`config.mk`:
```
export PLATFORM = sky130hd
export DESIGN_NAME = iq_readout_seq
export DESIGN_NICKNAME = d
export VERILOG_FILES = /design/src/rtl/iq_readout_seq.sv
export SDC_FILE = /design/constraint.sdc
export NUM_CORES = 1
export LEC_CHECK = 0
export BUFFER_PORTS_ARGS = -buffer_cell sky130_fd_sc_hd__buf_2
export CORE_AREA = 2 2 74 76
export CTS_BUF_LIST = sky130_fd_sc_hd__clkbuf_4 sky130_fd_sc_hd__clkbuf_8
export DETAILED_ROUTE_END_ITERATION = 12
export DIE_AREA = 0 0 76 78
export GPL_TIMING_DRIVEN = 1
export PLACE_DENSITY = 0.63
export SLEW_MARGIN = 25
export SYNTH_ARGS = -nofsm -noshare
export SYNTH_HDL_FRONTEND = slang
export SYNTH_SLANG_ARGS = --single-unit
```
`constraint.sdc`:
```
create_clock -name rd_clk -period 2.1 [get_ports rd_clk]
set_clock_uncertainty 0.1 [all_clocks]
set_input_delay 0.315 -clock rd_clk [delete_from_list [all_inputs] [get_ports rd_clk]]
set_output_delay 0.315 -clock rd_clk [all_outputs]
set_load 0.1 [all_outputs]
```
`src/rtl/iq_readout_seq.sv`:
```
// Read-side sequencer for the IQ sampler buffer: syncs the read pointer, primes the BRAM and
// streams N IQ pairs as interleaved I/Q 16-bit words over valid/ready.
module iq_readout_seq #(
  parameter int unsigned AW = 13,
  parameter int unsigned CW = 14
) (
  input  logic          rd_clk,
  input  logic          rd_rst,
  input  logic          start,
  input  logic          abort,
  input  logic [AW-1:0] count,
  input  logic [AW-1:0] offset,
  output logic          busy,
  output logic          done,
  output logic          rd_sync,
  output logic          rd_i,
  output logic          rd_q,
  output logic [AW-1:0] rd_offset,
  input  logic [15:0]   rd_iq,
  output logic [15:0]   out_data,
  output logic          out_valid,
  input  logic          out_ready,
  output logic          out_last
);

  typedef enum logic [2:0] {
    IDLE,
    SYNC,
    PRIME,
    EMIT_I,
    EMIT_Q
  } state_t;

  state_t        state, state_nxt;
  logic [CW-1:0] cnt, cnt_nxt;
  logic [AW-1:0] offset_nxt;
  logic          done_nxt;
  logic          cnt_one;

  assign cnt_one = (cnt == CW'(1));

  always_ff @(posedge rd_clk) begin
    if (rd_rst) begin
      state     <= IDLE;
      cnt       <= '0;
      rd_offset <= '0;
      done      <= 1'b0;
    end else begin
      state     <= state_nxt;
      cnt       <= cnt_nxt;
      rd_offset <= offset_nxt;
      done      <= done_nxt;
    end
  end

  always_comb begin
    state_nxt  = state;
    cnt_nxt    = cnt;
    offset_nxt = rd_offset;
    done_nxt   = 1'b0;
    busy       = (state != IDLE);
    rd_sync    = 1'b0;
    rd_i       = 1'b0;
    rd_q       = 1'b0;
    out_valid  = 1'b0;
    out_last   = 1'b0;
    out_data   = rd_iq;

    unique case (state)
      IDLE: begin
        if (start && !abort) begin
          offset_nxt = offset;
          cnt_nxt    = (count == '0) ? (CW'(1) << AW) : CW'(count);
          state_nxt  = SYNC;
        end
      end
      SYNC: begin
        rd_sync   = 1'b1;
        state_nxt = PRIME;
      end
      PRIME: state_nxt = EMIT_I;
      EMIT_I: begin
        out_valid = 1'b1;
        rd_i      = 1'b1;
        if (out_ready) state_nxt = EMIT_Q;
      end
      EMIT_Q: begin
        out_valid = 1'b1;
        out_last  = cnt_one;
        // Address advances only when the Q word is taken, so stalls re-read the same pair.
        rd_q      = out_ready;
        if (out_ready) begin
          cnt_nxt = cnt - CW'(1);
          if (cnt_one) begin
            state_nxt = IDLE;
            done_nxt  = 1'b1;
          end else begin
            state_nxt = EMIT_I;
          end
        end
      end
      default: state_nxt = IDLE;
    endcase

    // Abort overrides every transition and withdraws the stream in the same cycle.
    if (abort && state != IDLE) begin
      state_nxt = IDLE;
      cnt_nxt   = '0;
      done_nxt  = 1'b0;
      out_valid = 1'b0;
      out_last  = 1'b0;
      rd_q      = 1'b0;
      rd_sync   = 1'b0;
    end
  end

endmodule
```
==> results.md <==
* CP Max Fanout at 5
* Cell Pwr Density at 786.6 mW/mm2
* Arr. time, crit path at 1680 ps
* Lkg Pwr at 0.0009322 uW
* Setup TNS at 0 ps
* WP depth at 5
* CTS Buf Count at 5
* Synth Instances at between 200 and 250
* Fillcell total at 516
* Initial antenna violation count at 0
* Port bufs at 50
* Wirelength per Cell at 13.33 um
* Final Core Density at 0.4434
* Die Y at 78 um
* R2r worst-path depth at 7
* Initial core utilization at 0.3489
* Routed vias at 1771
* Largest net degree at the start of global routing at 17
* Data required, critical path at 1680 ps
* Final net count at about 330
* Tightest Hold Check Type: input port to flop
* Outcome: finished clean
* Final GP Congestion at 0.8669
* Worst-Margin Slew at 492.1 ps
* Syn_nets at 282
* Max-slew violations at 0
* Clock Latency Late Sink at 290 ps
* Ant diodes at 0
* Distinct cells, synth at 45
* Initial DRC count at 124
* Commonest cells after routing, fill and taps aside: buf_2, nand2_1, dfxtp_1
* ANT nets after route at 0
* Dpl hpwl at 3368 um
* Setup WS post-layout at 3.238 ps
* Maximum vdd ir drop at 269.9 uV
* First-pass GRT wire length at 7693 um
* Synth warn at 0
* Die width at 76 um
* Core Area at 0.005042 mm2
* Hold Vio Cnt, Final at 0
* Core Rows at 26
* CTS tree: done
* Io pins at 83
* Post-DR vias/cell at 5.104
* Commonest non-fill, non-tap cell in the layout: buf_2
* Worst-path clk slew at 70 ps
* Clock sinks at 31
* Sequential cell area at 626.9 um2
* First drt pass iteration count at 4
* Final min period at approximately 2100 ps
* Peak Freq at roughly 480 MHz
* Synthesized flop and latch total at 31
* Root buffer cell: clkbuf_8
* Crit path kind: flop to output port
* Min-Delay Path Depth at 3
* WP buf/inv at 1
* GRT overflow at 0
* Async SR Flop Fraction at 0
* Worst path max stage delay at 350 ps
* DRC errors left at 0
* Syn Area/Cell at 7.550 um2
* P&R area growth vs syn at 27.10%
* CP max-delay cell: dfxtp_1
* Number of global-route vias before repair at 1655
* RSZ-0062 raised after global routing: yes
* Multi-input combinational cell area at 980.9 um2
* Placement Setup Slack at 194.2 ps
* Number of synthesized flops with an enable pin at 0
* Die area at 0.005928 mm2
* Layout cells sized above 1 at 0.3177
* CTS Buffer Depth at 2
* CP Launch Type: flop
* Top FF cell, synth: dfxtp_1
* Critical path's top delay family: simple AND/OR/NAND/NOR gates
* Crit-path cells: nor2_1 -> and4b_1 -> nand4b_1 -> nor3_4 -> buf_12
* Worst rel slew slack at 0.6689
* CTS H-Tree Depth at 2
* GRT Total Usage at 0.1602
* Routed WL at 4625 um
* Fin crit share at 0.9985
* Hold Worst Slack at 159.2 ps
* Mapped Area at between 0.0015 and 0.002 mm2
* # setup viols final at 0
* Seq/Total Area, Yosys at 0.3528
* Power Total at between 1500 and 2000 uW
* Crit path capture type: output port
* MaxCap Viol Count at 0
-- layout make-up --
class                   instances  area share
clock inverters                 2     0.01567
inverters                       4    0.006715
well taps                      70     0.03917
flip-flops and latches         31      0.2804
repair buffers                 65      0.1824
multi-input cells             169      0.4387
clock buffers                   6     0.03693
-- through the flow --
step / cell area, um2 / cells
final: 2236 / 347
after global placement: 2098 / 337
after floorplan: 1823 / 233
after CTS: 2226 / 346
after global routing: 2236 / 347
after detailed placement: 2098 / 337
-- per-layer routing --
metal | track usage | wire, um | up-vias
li1 | - | - | 901
met1 | 0.2037 | 2162 | 792
met2 | 0.2527 | 2041 | 72
met3 | 0.05233 | 396 | 6
met4 | 0.06182 | 25 | 0
met5 | 0 | 0 | -
-- flip-flops by register name, summed over array words and instances, names as in the netlist --
name / count
cnt: 14
rd_offset: 13
state: 3
done: 1
-- cell usage after synthesis, drive strengths merged (4+ instances only) --
master,count,area [um2]
a22oi,5,37.54
nand3,5,25.02
a21oi,28,143.9
o21ai,13,76.32
buf,27,185.2
dfxtp,31,620.6
nor3,9,45.04
nor2,25,101.4
inv,4,15.01
a31oi,5,31.28
nand2,39,146.4
nand4,4,25.02
-- timing repair --
item,CTS,global route
pin swaps,1,4
endpoints found under the setup margin,1,2
resized for setup,1,2
setup buffers,1,1
cloned,0,0
hold buffers,0,0
-- power by group --
group          internal (uW)  switching, uW
sequential               624           31.5
combinational            159            331
clock                    384            230
total                   1170            592
-- cells by family after synthesis --
logic type | Yosys count | share of synthesized area
compound gates | 66 | 0.2326
mux | 1 | 0.005690
flops | 31 | 0.3528
fa+ha+maj | 2 | 0.01422
buf+inv | 33 | 0.1181
simple gates | 100 | 0.2767
-- final timing paths --
kind / slack [ps] / endpoint / start
worst min register to register: 350 / rd_offset[3]$_SDFFE_PP0P_ / rd_offset[3]$_SDFFE_PP0P_
worst max-delay path: 3 / out_last / cnt[10]$_SDFFE_PP0P_
worst min-delay path: 160 / rd_offset[12]$_SDFFE_PP0P_ / offset[12]
worst max register to register: 150 / cnt[10]$_SDFFE_PP0P_ / cnt[0]$_SDFFE_PP0P_
-- worst register-to-register path: stages (launching register included) --
cell and delay (ps):
dfxtp_1 350, inv_1 100, ha_1 210, or4b_1 530, nor4_2 260, nor2_1 70
o21ai_1 120, a21oi_1 70
(Power assumes the default switching activity.)
